`src/rtl/spi_frame_tx_if.sv`:
```
// Signal bundle between the SPI frame transmitter and its user.
// The master modport is the transmitter; the slave modport is the logic that feeds it frames.
interface spi_frame_tx_if #(
  parameter int FRAME_W = 48
);
  logic               start;
  logic [FRAME_W-1:0] data_in;
  logic               busy;
  logic               done;
  logic               sck;
  logic               sdo;
  logic               cs;

  modport master (input start, data_in, output busy, done, sck, sdo, cs);
  modport slave  (output start, data_in, input busy, done, sck, sdo, cs);
endinterface

```
`src/rtl/spi_frame_tx.sv`:
```
// SPI mode-0 controller transmitter: captures a parallel frame on start and shifts it out
// MSB first, with cs/sck generated from clk_in and every output driven from a flop.
module spi_frame_tx #(
  parameter int NUM_WORDS = 3,
  parameter int WORD_W    = 16,
  parameter int CLK_DIV   = 2,
  parameter int CS_SETUP  = 2,
  parameter int CS_HOLD   = 2
) (
  input  logic            clk_in,
  input  logic            rst_in,
  spi_frame_tx_if.master  bus
);
  localparam int FRAME_W = NUM_WORDS * WORD_W;
  localparam int BIT_W   = $clog2(FRAME_W + 1);
  localparam int DIV_W   = $clog2(CLK_DIV + 1);
  localparam int GAP_MAX = (CS_SETUP > CS_HOLD) ? CS_SETUP : CS_HOLD;
  localparam int GAP_W   = $clog2(GAP_MAX + 1);

  localparam logic [BIT_W-1:0] BIT_FULL   = BIT_W'(FRAME_W);
  localparam logic [BIT_W-1:0] BIT_ONE    = BIT_W'(1);
  localparam logic [DIV_W-1:0] DIV_LAST   = DIV_W'(CLK_DIV - 1);
  localparam logic [DIV_W-1:0] DIV_ONE    = DIV_W'(1);
  localparam logic [GAP_W-1:0] SETUP_LAST = GAP_W'(CS_SETUP - 1);
  localparam logic [GAP_W-1:0] HOLD_LAST  = GAP_W'(CS_HOLD - 1);
  localparam logic [GAP_W-1:0] GAP_ONE    = GAP_W'(1);

  typedef enum logic [1:0] {S_IDLE, S_SETUP, S_SHIFT, S_HOLD} state_t;

  state_t             r_state,   w_state;
  logic [FRAME_W-1:0] r_shift,   w_shift;
  logic [BIT_W-1:0]   r_bit_cnt, w_bit_cnt;
  logic [DIV_W-1:0]   r_div_cnt, w_div_cnt;
  logic [GAP_W-1:0]   r_gap_cnt, w_gap_cnt;
  logic               r_cs,   w_cs;
  logic               r_sck,  w_sck;
  logic               r_sdo,  w_sdo;
  logic               r_busy, w_busy;
  logic               r_done, w_done;

  // NOTE: every flop here, shift register included, is reset so an abandoned frame leaves no trace.
  always_ff @(posedge clk_in or posedge rst_in) begin
    if (rst_in) begin
      r_state   <= S_IDLE;
      r_shift   <= '0;
      r_bit_cnt <= '0;
      r_div_cnt <= '0;
      r_gap_cnt <= '0;
      r_cs      <= 1'b1;
      r_sck     <= 1'b0;
      r_sdo     <= 1'b0;
      r_busy    <= 1'b0;
      r_done    <= 1'b0;
    end else begin
      r_state   <= w_state;
      r_shift   <= w_shift;
      r_bit_cnt <= w_bit_cnt;
      r_div_cnt <= w_div_cnt;
      r_gap_cnt <= w_gap_cnt;
      r_cs      <= w_cs;
      r_sck     <= w_sck;
      r_sdo     <= w_sdo;
      r_busy    <= w_busy;
      r_done    <= w_done;
    end
  end

  // NOTE: each next value defaults to "hold" before the case, so no path can infer a latch.
  always_comb begin
    w_state   = r_state;
    w_shift   = r_shift;
    w_bit_cnt = r_bit_cnt;
    w_div_cnt = r_div_cnt;
    w_gap_cnt = r_gap_cnt;
    w_cs      = r_cs;
    w_sck     = r_sck;
    w_sdo     = r_sdo;
    w_busy    = r_busy;
    w_done    = 1'b0;

    case (r_state)
      S_IDLE: begin
        w_cs   = 1'b1;
        w_sck  = 1'b0;
        w_sdo  = 1'b0;
        w_busy = 1'b0;
        if (bus.start) begin
          w_state   = S_SETUP;
          w_shift   = bus.data_in;
          w_cs      = 1'b0;
          w_busy    = 1'b1;
          w_sdo     = bus.data_in[FRAME_W-1];
          w_gap_cnt = SETUP_LAST;
        end
      end

      S_SETUP: begin
        if (r_gap_cnt == '0) begin
          w_state   = S_SHIFT;
          w_div_cnt = DIV_LAST;
          w_bit_cnt = BIT_FULL;
        end else begin
          w_gap_cnt = r_gap_cnt - GAP_ONE;
        end
      end

      S_SHIFT: begin
        if (r_div_cnt != '0) begin
          w_div_cnt = r_div_cnt - DIV_ONE;
        end else if (!r_sck) begin
          w_sck     = 1'b1;
          w_div_cnt = DIV_LAST;
        end else begin
          // End of a high phase: sck falls and sdo moves on, unless that was the last bit.
          w_sck = 1'b0;
          if (r_bit_cnt == BIT_ONE) begin
            w_state   = S_HOLD;
            w_gap_cnt = HOLD_LAST;
          end else begin
            w_bit_cnt = r_bit_cnt - BIT_ONE;
            w_shift   = r_shift << 1;
            w_sdo     = r_shift[FRAME_W-2];
            w_div_cnt = DIV_LAST;
          end
        end
      end

      S_HOLD: begin
        if (r_gap_cnt == '0) begin
          w_state = S_IDLE;
          w_cs    = 1'b1;
          w_sdo   = 1'b0;
          w_busy  = 1'b0;
          w_done  = 1'b1;
        end else begin
          w_gap_cnt = r_gap_cnt - GAP_ONE;
        end
      end

      default: w_state = S_IDLE;
    endcase
  end

  assign bus.busy = r_busy;
  assign bus.done = r_done;
  assign bus.sck  = r_sck;
  assign bus.sdo  = r_sdo;
  assign bus.cs   = r_cs;
endmodule

```
`src/flat_wrapper.sv`:
```
// flat-port wrapper written by rule: the top's interface ports become plain ports
module spi_frame_tx_flat 
#(
  parameter int NUM_WORDS = 3,
  parameter int WORD_W    = 16,
  parameter int CLK_DIV   = 2,
  parameter int CS_SETUP  = 2,
  parameter int CS_HOLD   = 2
)
  (clk_in, rst_in, bus_start, bus_data_in, bus_busy, bus_done, bus_sck, bus_sdo, bus_cs);
  spi_frame_tx_if #(.FRAME_W((48))) bus_i ();
  input  logic clk_in;
  input  logic rst_in;
  input wire logic [$bits(bus_i.start)-1:0] bus_start;
  input wire logic [$bits(bus_i.data_in)-1:0] bus_data_in;
  output wire logic [$bits(bus_i.busy)-1:0] bus_busy;
  output wire logic [$bits(bus_i.done)-1:0] bus_done;
  output wire logic [$bits(bus_i.sck)-1:0] bus_sck;
  output wire logic [$bits(bus_i.sdo)-1:0] bus_sdo;
  output wire logic [$bits(bus_i.cs)-1:0] bus_cs;
  assign bus_i.start = bus_start;
  assign bus_i.data_in = bus_data_in;
  assign bus_busy = bus_i.busy;
  assign bus_done = bus_i.done;
  assign bus_sck = bus_i.sck;
  assign bus_sdo = bus_i.sdo;
  assign bus_cs = bus_i.cs;
  spi_frame_tx #(.NUM_WORDS(NUM_WORDS), .WORD_W(WORD_W), .CLK_DIV(CLK_DIV), .CS_SETUP(CS_SETUP), .CS_HOLD(CS_HOLD)) u_core (.clk_in(clk_in), .rst_in(rst_in), .bus(bus_i));
endmodule
```
`config.mk`:
```
export PLATFORM = sky130hd
export DESIGN_NAME = spi_frame_tx_flat
export DESIGN_NICKNAME = d
export VERILOG_FILES = /design/src/rtl/spi_frame_tx_if.sv /design/src/rtl/spi_frame_tx.sv /design/src/flat_wrapper.sv
export SDC_FILE = /design/constraint.sdc
export NUM_CORES = 1
export LEC_CHECK = 0
export ABC_AREA = 1
export CORE_ASPECT_RATIO = 0.5
export CORE_MARGIN = 2
export CORE_UTILIZATION = 50
export CTS_CLUSTER_SIZE = 30
export DETAILED_ROUTE_END_ITERATION = 6
export PLACE_DENSITY = 0.75
export SYNTH_ARGS = -nofsm -noshare
export SYNTH_HDL_FRONTEND = slang
export SYNTH_SLANG_ARGS = --single-unit
```
`constraint.sdc`:
```
create_clock -name clk_in -period 2.2 [get_ports clk_in]
set_input_delay 0.44 -clock clk_in [delete_from_list [all_inputs] [get_ports clk_in]]
set_output_delay 0.44 -clock clk_in [all_outputs]
set_load 0.005 [all_outputs]
```
==> flow_metrics.tcl, run 1 <==
set metrics [dict create \
    grt_max_degree 65 \
    wl_per_cell_um 12.0 \
    crit_buf_inv 3 \
    synth.avg_cell_area_um2 7.01 \
    path_class "reg2reg" \
    ant_nets 0 \
    met1_length_mm 3.78 \
    place_ws_ps -47.2 \
    met2_length_mm 3.65 \
    gp_congestion 0.845 \
    hp-class "reg2reg" \
    worst_slew_pin_slew_ps 483 \
    top_layer_used "met4" \
    syn_nets 570 \
    tns_ps 0 \
    timing.hold.ws_ps 465 \
    worst_path_max_delay_cell "dfrtp_1" \
    clk_pin_slew_ps 50 \
    synth_xor_area_frac 0.00244 \
    seqPwrFrac 0.310 \
    path_delay_family "simple AND/OR/NAND/NOR gates" \
    hpwlAfterDp_mm 5.03 \
    postLayoutSetupSlackWorst_ps 186 \
    drive_gt1_frac 0.0880 \
    required_ps 2430 \
    yosysUniqueCellTypes 25 \
    ys_ff_latch 64 \
    crit_chain "inv_1 > ha_2 > inv_1 > o21a_1 > nor2_4 > nand2_2 > buf_12 > nand2_1 > nand2_1" \
    clkLatencyLatePin_ps 340 \
    dpl_cell_area_um2 4230 \
    arrival_ps 2240 \
    clockPowerShare 0.209 \
    drt-pass1-iter-count 4 \
    final_area_um2 4530 \
    power.leakage_nw 2.44 \
    grt_pass1_wl_mm 13.2 \
    drc_errors 0 \
    netlist_instances 512 \
    synthMuxAreaShare 0 \
    hold_violations 0 \
    num-fill-cells 585 \
    synthTopCellsByArea "dfrtp_1, nand2_1, nand3_1" \
    vias 3261 \
    yosys.area_share.adder 0.0244 \
    fmax_ghz 0.497 \
    power.switching_mw 2.81 \
    critical-path-max-stage-delay_ps 380 \
    path_max_fanout 27 \
    critPathLaunchType "flop" \
    yosys_warnings 0 \
    die_area_um2 7910 \
    numPortBuffers 55 \
    vias_per_cell 4.94 \
    antenna_found_initial 0 \
    fp.dieH_um 63.9 \
    finalPower_mw 6.67 \
    netlist.top_cell.by_area "dfrtp_1" \
    initial_utilization 0.527 \
    areaGrowthSynthToFinish_pct 26.2 \
    io_pins 56 \
    setup_viol 0 \
    drtIter0Drc 253 \
    relSlewSlack 0.678 \
    p_sw_frac 0.422 \
    cts_root_buf "clkbuf_16" \
    placement_rows 21 \
    diodes 0 \
    p_comb_frac 0.481 \
    power.density_nw_per_um2 1470 \
    finalCritPeriodShare 0.915 \
    rsz0062_at_grt "false" \
    ir_drop_mv 0.531 \
    fin_crit_ps 2010 \
    synth_top_family_by_area "simple AND/OR/NAND/NOR gates" \
    intPower_mw 3.86 \
    synthesis.area_um2 3590 \
    cts_tree "built" \
    finalNetCount 622 \
    clockBufferDepth 2 \
    grt_remaining_overflow 0 \
    met3WireLength_um 442 \
    cts_inserted_buffers 9 \
    ctsHoldBuffers 0 \
    cts.sinks 64 \
    die_width_um 124 \
    synthSimpleGateAreaFrac 0.439 \
    crit_path_end_kind "flop" \
    synth_compound_area_frac 0.0185 \
    clock_skew_ps 7.28 \
    track_usage 0.218 \
    wirelength_mm 7.94 \
    core-area_um2 6810 \
    synth_top_area_frac 0.439 \
    max_cap_viol_count 0 \
    htree_levels 3 \
    slew_viol_final 0 \
    status "complete, no violations" \
    ys_seq_area_frac 0.447 \
    grt_pass1_vias 2937 \
]
## registers in the layout, indices dropped and copies added (netlist names)
| signal | flops |
|---|---|
| u_core.bus.busy | 1 |
| u_core.bus.cs | 1 |
| u_core.bus.done | 1 |
| u_core.bus.sck | 1 |
| u_core.bus.sdo | 1 |
| u_core.r_bit_cnt | 6 |
| u_core.r_div_cnt | 2 |
| u_core.r_gap_cnt | 2 |
| u_core.r_shift | 47 |
| u_core.r_state | 2 |
## cell type report
| type | count | area (um^2) | share of cell area |
|---|---|---|---|
| multi-input cells | 400 | 1750 | 0.385 |
| flip-flops and latches | 64 | 1600 | 0.354 |
| repair buffers | 67 | 694 | 0.153 |
| clock buffers | 11 | 243 | 0.0536 |
| well taps | 92 | 115 | 0.0254 |
| inverters | 22 | 82.6 | 0.0182 |
| clock inverters | 4 | 45.0 | 0.00995 |
## logic make-up after synthesis
kind of cell,Yosys count
simple gates,380
flops,64
buf+inv,49
compound gates,11
fa+ha+maj,7
xor+xnor,1
## synthesized netlist by cell type (all sizes together)
master	number
nand2	293
dfrtp	63
nand3	60
inv	22
nor2	20
buf	18
clkbuf	9
ha	7
nand4	5
a21oi	4
o21ai	4
o21a	2
a21boi	1
dfstp	1
nand3b	1
nor3	1
xnor2	1
## cells in the final DEF, fill, tap and decap left out
cell type,Yosys,routed
o21a_1,2,2
clkbuf_16,0,9
ha_1,7,6
a21boi_2,1,1
nand2_2,15,15
nor2_4,2,2
clkinv_2,0,3
nor2_2,1,2
a21oi_1,4,4
ha_2,0,1
buf_4,1,7
dfstp_2,1,1
nand4_1,5,5
nand2_1,278,278
buf_6,5,1
bufinv_16,0,1
xnor2_1,1,1
dfrtp_1,63,63
nand3_1,60,60
nor3_1,1,1
inv_2,1,2
clkdlybuf4s50_1,0,55
nor2_1,17,17
clkbuf_8,0,1
nand3b_1,1,1
inv_1,21,20
buf_12,0,4
clkbuf_1,9,1
o21ai_0,4,4
## worst reg2reg max path: stages (launching register included)
cell	delay, ps
dfrtp_1	380
inv_1	90
ha_2	280
inv_1	90
o21a_1	250
nor2_4	320
nand2_2	160
buf_12	200
nand2_1	90
nand2_1	50
## metrics by stage
stage	util	std cells
floorplan	-	512
global placement	0.622	644
detailed placement	0.622	644
CTS	0.664	659
global route	0.665	660
finish	0.665	660
## metal layers
layer	up-vias	track usage
met4	0	0.0639
met5	-	0
met1	1469	0.281
met3	8	0.0804
met2	91	0.342
li1	1693	-
## final timing paths
check,from,to,slack (ps),cells past startpoint
min in group asynchronous,rst_in,u_core.r_shift[43],480,3
worst min-delay path,u_core.r_shift[27],u_core.r_shift[27],470,2
worst max-delay path,u_core.r_state[0],u_core.r_shift[21],190,9
max in group asynchronous,rst_in,u_core.bus.cs,1390,3
worst max register to register,u_core.r_state[0],u_core.r_shift[21],190,9
worst min register to register,u_core.r_shift[27],u_core.r_shift[27],470,2
## power by group through the flow
stage | Clock, mW | Sequential, mW | Combinational (mW)
6_report | 1.39 | 2.07 | 3.20
5_1_grt | 1.48 | 2.14 | 3.67
4_1_cts | 1.42 | 2.07 | 3.19
3_5_place_dp | 0 | 2.07 | 3.17
3_3_place_gp | 0 | 2.06 | 3.09
2_1_floorplan | 0 | 2.01 | 2.47
## timing repair
item | in CTS | in global routing
resized for setup | 0 | 1
buffers inserted | 0 | 0
setup endpoints to repair | 0 | 51
Power figures use the tool's default switching activity.
==> inputs of run 2 (changes only) <==
--- a/config.mk
+++ b/config.mk
@@ -12,6 +12,8 @@
 export CTS_CLUSTER_SIZE = 30
 export DETAILED_ROUTE_END_ITERATION = 6
 export PLACE_DENSITY = 0.75
+export RECOVER_POWER = 50
+export SLEW_MARGIN = 25
 export SYNTH_ARGS = -nofsm -noshare
 export SYNTH_HDL_FRONTEND = slang
 export SYNTH_SLANG_ARGS = --single-unit
==> run 2 against run 1 <==
Net effect:
- fmax is essentially flat
- register-to-register slack is essentially flat
- count of clock-buffer cells in the layout is the same
==> flow_metrics.tcl, run 2 (synthesis results as in run 1) <==
set metrics [dict create \
    status "complete, no violations" \
    path_class "reg2reg" \
    drt-pass1-iter-count 4 \
    final_area_um2 4510 \
    antenna_found_initial 0 \
    postCtsSetupRepairBufs 0 \
    hpwlAfterDp_mm 5.03 \
    regMostFlops "u_core.r_shift" \
    vias_per_cell 4.95 \
    mostFrequentLayoutCell "nand2_1" \
    track_usage 0.218 \
    crit_buf_inv 3 \
    wl_per_cell_um 12.0 \
    finalPower_mw 6.66 \
    grt_remaining_overflow 0 \
    clk_pin_slew_ps 50 \
    setup_viol 0 \
    seq_area_um2 1600 \
    required_ps 2430 \
    finalCritPeriodShare 0.915 \
    final_core_util 0.663 \
    hold_path.startpoint "u_core.r_shift[27]" \
    timing.hold.ws_ps 465 \
    cts_tree "built" \
    cts.sinks 64 \
    path_delay_family "simple AND/OR/NAND/NOR gates" \
    grt_max_degree 65 \
    drive_gt1_frac 0.0845 \
    rr_worst_depth 9 \
    worst_slew_pin_slew_ps 1400 \
    place.detailed.instances 644 \
    slew_viol_final 0 \
    critPathLaunchType "flop" \
    max_cap_viol_count 0 \
    areaGrowthSynthToFinish_pct 25.7 \
    rsz0062_at_grt "false" \
    holdPathEnd "u_core.r_shift[27]" \
    clkLatencyLatePin_ps 340 \
    crit_chain "inv_1 > ha_2 > inv_1 > o21a_1 > nor2_4 > nand2_2 > buf_12 > nand2_1 > nand2_1" \
    hp-class "reg2reg" \
    ant_nets 0 \
    placement_rows 21 \
    grt_pass1_vias 2937 \
    drc_errors 0 \
    reg_top3 "u_core.r_shift (47), u_core.r_bit_cnt (6)" \
    holdPathStages 2 \
    arrival_ps 2240 \
    die_area_um2 7910 \
    vias 3269 \
    timing.rr.end "u_core.r_shift[21]" \
    drtIter0Drc 253 \
    relSlewSlack 0.0634 \
    multi_input_area_um2 1750 \
    rrSetupSlack_ps 190 \
    place_ws_ps -47.2 \
    finalNetCount 622 \
    core-area_um2 6810 \
    ir_drop_mv 0.532 \
    worst_path_max_delay_cell "dfrtp_1" \
    critical-path-max-stage-delay_ps 370 \
    wirelength_mm 7.95 \
    clockBufferDepth 2 \
    cts_inserted_buffers 9 \
    cts_root_buf "clkbuf_16" \
    diodes 0 \
    dpl_cell_area_um2 4230 \
    tns_ps 0 \
    largest_register_ffs 47 \
    final_cell_mix "nand2_1, dfrtp_1, nand3_1" \
    fin_crit_ps 2010 \
    io_pins 56 \
    fmax_ghz 0.497 \
    postLayoutSetupSlackWorst_ps 188 \
    fp.dieH_um 63.9 \
    reg2reg_from "u_core.r_state[0]" \
    power.leakage_nw 2.43 \
    fin_cells 660 \
    crit_path_end_kind "flop" \
    die_width_um 124 \
    clock_skew_ps 8.14 \
    power.density_nw_per_um2 1480 \
    num-fill-cells 588 \
    cp.depth 9 \
    path_max_fanout 27 \
    hold_violations 0 \
    grt_pass1_wl_mm 13.2 \
    initial_utilization 0.527 \
    numPortBuffers 55 \
    htree_levels 3 \
    gp_congestion 0.845 \
]
run 2: cell count changes in the layout (fill, tap and decap cells not counted), sizes merged:
| cell | previous run | this run |
|---|---|---|
| buf | 12 | 11 |
| clkbuf | 11 | 12 |
| clkdlybuf4s50 | 55 | 54 |
| clkinv | 3 | 4 |
| dlygate4sd3 | 0 | 1 |
| inv | 22 | 21 |
run 2: worst min-delay path: stages, from the launching register on:
cell     delay [ps]
dfrtp_1         330
nand2_1          50
nand2_1          50
run 2: final cells by class:
class                           instances  share of cell area
Clock buffer                           11              0.0538
Clock inverter                          4             0.00999
Inverter                               22              0.0183
Multi-Input combinational cell        400               0.387
Sequential cell                        64               0.355
Tap cell                               92              0.0255
Timing Repair Buffer                   67               0.150
run 2: worst max path at each step:
stage	start	to	slack (ps)
2_1_floorplan	rst_in	u_core.bus.busy	160
3_3_place_gp	bus_start	u_core.r_shift[35]	-20
3_5_place_dp	bus_start	u_core.r_shift[21]	-50
4_1_cts	u_core.r_state[0]	u_core.r_shift[21]	50
5_1_grt	rst_in	u_core.r_gap_cnt[0]	40
6_report	u_core.r_state[0]	u_core.r_shift[21]	190
run 2: power breakdown:
part           switching, mW  total, mW  internal, mW
logic                   1.98       3.19          1.21
clock network          0.501       1.40         0.894
registers              0.329       2.07          1.74
total                   2.81       6.66          3.84
run 2: layer usage:
layer | GRT usage | share of wire | vias to the layer above
met4 | 0.0639 | 0.0093 | 0
li1 | - | - | 1693
met5 | 0 | 0 | -
met1 | 0.281 | 0.47 | 1471
met3 | 0.0804 | 0.058 | 8
met2 | 0.342 | 0.46 | 97
run 2: repair_timing:
item,CTS,global route
resized for setup,0,1
hold buffers,0,0
setup endpoints to repair,0,51
==> inputs of run 3 (changes only) <==
==> constraint.sdc (replaced) <==
create_clock -name clk_in -period 2.39 [get_ports clk_in]
set_input_delay 0.478 -clock clk_in [delete_from_list [all_inputs] [get_ports clk_in]]
set_output_delay 0.478 -clock clk_in [all_outputs]
set_load 0.005 [all_outputs]
==> run 3 against run 2 <==
Net effect:
- clock skew barely moved
- fmax is 1.4% lower
- final cell count down 0.45%
- setup slack improved by 160 ps
- die area stayed put
- global-route usage increased by 0.95 points
- worst hold slack improved by 2.4 ps
- power is 8.7% lower
==> flow_metrics.tcl, run 3 (synthesis results as in run 1) <==
set metrics [dict create \
    ctsHoldBuffers 0 \
    reg_top3 "u_core.r_shift (47), u_core.r_bit_cnt (6)" \
    regMostFlops "u_core.r_shift" \
    mostFrequentLayoutCell "nand2_1" \
    wirelength_mm 8.02 \
    hp-class "reg2reg" \
    areaGrowthSynthToFinish_pct 24.8 \
    timing.rr.end "u_core.r_shift[33]" \
    vias_per_cell 4.95 \
    setup_viol 0 \
    postCtsSetupRepairBufs 0 \
    grt_pass1_vias 3080 \
    io_pins 56 \
    final_area_um2 4480 \
    slew_viol_final 0 \
    power.density_nw_per_um2 1360 \
    hpwlAfterDp_mm 5.15 \
    ir_drop_mv 0.764 \
    hold_violations 0 \
    clkLatencyLatePin_ps 340 \
    largest_register_ffs 47 \
    antenna_found_initial 0 \
    power.leakage_nw 2.42 \
    critPathLaunchType "flop" \
    die_width_um 124 \
    finalPower_mw 6.08 \
    reg2reg_from "u_core.r_state[0]" \
    status "complete, no violations" \
    relSlewSlack 0.498 \
    clock_skew_ps 7.92 \
    cts.sinks 64 \
    fin_crit_ps 2040 \
    drt-pass1-iter-count 4 \
    htree_levels 3 \
    tns_ps 0 \
    cts-resized-gates 0 \
    holdPathStages 2 \
    grt_remaining_overflow 0 \
    rsz0062_at_grt "false" \
    rrSetupSlack_ps 350 \
    numPortBuffers 55 \
    crit_chain "inv_1 > ha_2 > buf_4 > nand2_1 > nand2_2 > nor2_4 > buf_4 > nand3_1 > nand2_1" \
    arrival_ps 2310 \
    max_cap_viol_count 0 \
    finalCritPeriodShare 0.854 \
    final_cell_mix "nand2_1, dfrtp_1, nand3_1" \
    finalNetCount 619 \
    ant_nets 0 \
    path_max_fanout 47 \
    path_delay_family "buffers and inverters" \
    hold_path.startpoint "u_core.r_shift[2]" \
    core-area_um2 6810 \
    crit_path_end_kind "flop" \
    vias 3252 \
    fp.dieH_um 63.9 \
    initial_utilization 0.527 \
    holdPathEnd "u_core.r_shift[2]" \
    crit_buf_inv 3 \
    dpl_cell_area_um2 4200 \
    clk_pin_slew_ps 50 \
    diodes 0 \
    cts_root_buf "clkbuf_16" \
    grt_pass1_wl_mm 13.9 \
    critical-path-max-stage-delay_ps 420 \
    worst_slew_pin_slew_ps 752 \
    fmax_ghz 0.490 \
    worst_path_max_delay_cell "dfrtp_1" \
    drive_gt1_frac 0.0796 \
    drc_errors 0 \
    die_area_um2 7910 \
    placement_rows 21 \
    wl_per_cell_um 12.2 \
    grt_max_degree 48 \
    clockBufferDepth 2 \
    required_ps 2660 \
    cts_inserted_buffers 9 \
    path_class "reg2reg" \
    drtIter0Drc 309 \
    gp_congestion 0.806 \
    cts_tree "built" \
    track_usage 0.227 \
    timing.hold.ws_ps 468 \
    rr_worst_depth 9 \
]
==> run 3: routing by layer <==
| metal | vias to the layer above | GRT usage | share of wire | wire [um] |
|---|---|---|---|---|
| met3 | 13 | 0.0830 | 0.044 | 355 |
| met4 | 0 | 0.0568 | 0.011 | 90 |
| li1 | 1679 | - | - | - |
| met2 | 68 | 0.366 | 0.48 | 3840 |
| met1 | 1492 | 0.291 | 0.47 | 3730 |
| met5 | - | 0 | 0 | 0 |
==> run 3: cell type report <==
class / count / area (um^2)
clock buffers: 11 / 233
multi-input cells: 399 / 1740
repair buffers: 65 / 633
fillers: 608 / 2330
clock inverters: 4 / 70.1
well taps: 92 / 115
flip-flops and latches: 64 / 1600
inverters: 22 / 82.6
==> run 3: stage by stage <==
step | worst slack, ps | std cells | utilization
4_1_cts | 344 | 657 | 0.662
2_1_floorplan | 316 | 512 | -
3_3_place_gp | 369 | 642 | 0.618
5_1_grt | 154 | 657 | 0.658
6_report | 349 | 657 | 0.658
3_5_place_dp | 332 | 642 | 0.618
==> run 3: where the power goes <==
group / internal (mW) / total [mW] / leakage [nW] / switching [mW]
Combinational: 1.02 / 2.80 / 1.46 / 1.78
Sequential: 1.60 / 1.91 / 0.804 / 0.313
Clock: 0.903 / 1.37 / 0.149 / 0.465
==> run 3: worst max path at each step <==
stage,cells after the start,start,to
after floorplan,1,rst_in,u_core.bus.busy
after global placement,7,bus_start,u_core.r_shift[40]
after detailed placement,7,bus_start,u_core.r_shift[33]
after CTS,9,u_core.r_state[0],u_core.r_shift[33]
after global routing,9,u_core.r_state[0],u_core.r_shift[2]
final,9,u_core.r_state[0],u_core.r_shift[33]
==> run 3: worst register-to-register path, cell delays in order, from the launching register on <==
cell and delay, ps:
dfrtp_1 420, inv_1 90, ha_2 260, buf_4 210, nand2_1 110, nand2_2 100
nor2_4 100, buf_4 420, nand3_1 160, nand2_1 110
==> RTL edit, RTL diff (flow settings as in run 3) <==
`CS_SETUP` is set to 2 in 2 places; all go to 4.
--- a/src/rtl/spi_frame_tx.sv
+++ b/src/rtl/spi_frame_tx.sv
@@ -4,7 +4,7 @@
   parameter int NUM_WORDS = 3,
   parameter int WORD_W    = 16,
   parameter int CLK_DIV   = 2,
-  parameter int CS_SETUP  = 2,
+  parameter int CS_SETUP  = 4,
   parameter int CS_HOLD   = 2
 ) (
   input  logic            clk_in,
--- a/src/flat_wrapper.sv
+++ b/src/flat_wrapper.sv
@@ -4,7 +4,7 @@
   parameter int NUM_WORDS = 3,
   parameter int WORD_W    = 16,
   parameter int CLK_DIV   = 2,
-  parameter int CS_SETUP  = 2,
+  parameter int CS_SETUP  = 4,
   parameter int CS_HOLD   = 2
 )
   (clk_in, rst_in, bus_start, bus_data_in, bus_busy, bus_done, bus_sck, bus_sdo, bus_cs);
Check against the original RTL: not equivalent (a bounded check fails within 10 cycles, from zero or initial values and one cycle with rst_in high).
==> RTL edit against run 3 <==
The flow now finishes with violations (max-capacitance violations, max-slew violations). Worst hold slack gained 0.00061 ns. Largest power group unchanged. Worst setup slack got worse by 0.025 ns. Sequential cell count grew 1. Highest routed layer unchanged. Wire length down 1.1%. Total power is 0.71% lower. Design area increased by 0.36%. Non-clock buffer count shrank 4. Area after synthesis increased by 0.28%. Critical path type unchanged.
==> RTL edit: results (changes against run 3) <==
| Result | Reported | Delta |
|---|---|---|
| Largest voltage drop on the vdd net | 0.5319 mV | was 0.7637 mV |
| Final worst hold slack | 0.4683 ns | was 0.4677 ns |
| Detailed placer's ending HPWL | 4869 um | was 5148 um |
| Total of max-cap violations | 1 | was 0 |
| Switching power summed over all nets | 2.529 mW | was 2.553 mW |
| Violations in the final reports | max-capacitance violations, max-slew violations |  |
| Sequential-to-total area share from yosys stat | 45.25% | was 44.68% |
| Count of inverters other than clock inverters in the layout | 23 | was 22 |
| Number of clock sinks seen by CTS | 65 | was 64 |
| Fraction of layout cells with a size suffix above 1 | 5.272% | was 7.965% |
| Count of non-filler cells in the finished layout | 661 | was 657 |
| P_int | 3.505 mW | was 3.524 mW |
| Reg-to-reg critical path endpoint | u_core.bus.sdo | was u_core.r_shift[33] |
| Adder-Cell Fraction of Synth Area | 3.130% | was 2.442% |
| Leading cell types by total area after synthesis | sky130_fd_sc_hd__dfrtp_1 (45%), sky130_fd_sc_hd__nand2_1 (31%), sky130_fd_sc_hd__nand3_1 (8.3%), sky130_fd_sc_hd__ha_1 (3.1%), sky130_fd_sc_hd__inv_1 (2.2%) | was sky130_fd_sc_hd__dfrtp_1 (44%), sky130_fd_sc_hd__nand2_1 (29%), sky130_fd_sc_hd__nand3_1 (8.4%), sky130_fd_sc_hd__nand2_2 (2.6%), sky130_fd_sc_hd__ha_1 (2.4%) |
| First-pass GRT wire length | 13620 um | was 13870 um |
| Violation count after the first detailed-route iteration | 270 | was 309 |
| Static leakage | 2.431 nW | was 2.416 nW |
| Fraction of area in clock buffers and inverters | 6.602% | was 6.765% |
| Largest net degree at the start of global routing | 66 | was 48 |
| Number of signal-net buffers in the layout | 61 | was 65 |
| Cell Count Post-Placement | 646 | was 642 |
| Regs by FF count | u_core.r_shift: 47 flops, u_core.r_bit_cnt: 6 flops, u_core.r_gap_cnt: 3 flops | was u_core.r_shift: 47 flops, u_core.r_bit_cnt: 6 flops |
| Outcome | complete, but fails checks | was completed |
| Net count after synthesis | 579 | was 570 |
| Post-synthesis average cell area | 6.931 um2 | was 7.006 um2 |
| Distinct cell type count after synthesis | 23 | was 25 |
| Slew Limit Fails | 66 | was 0 |
## RTL edit: changes by cell type after synthesis, moves of 3 or more
cell                      change
sky130_fd_sc_hd__buf_1        +4
sky130_fd_sc_hd__buf_2        -3
sky130_fd_sc_hd__nand2_1     +15
sky130_fd_sc_hd__nand2_2     -15
## RTL edit: worst max-delay path, stage by stage (launching register included)
cell                      delay [ns]
sky130_fd_sc_hd__dfrtp_1        0.45
sky130_fd_sc_hd__inv_1          0.09
sky130_fd_sc_hd__ha_2           0.22
sky130_fd_sc_hd__inv_2          0.31
sky130_fd_sc_hd__nor2_2         0.11
sky130_fd_sc_hd__inv_2          0.09
sky130_fd_sc_hd__buf_4          0.43
sky130_fd_sc_hd__nand2_1        0.11
sky130_fd_sc_hd__nand2_1        0.08
sky130_fd_sc_hd__nand2_1        0.04
## RTL edit: per-layer routing
layer  vias up  wire, um  track usage [%]
li1       1700         -                -
met1      1517      3758            27.45
met2        65      3733            36.74
met3        10       341            5.268
met4         0        96            8.006
met5         -         0                0
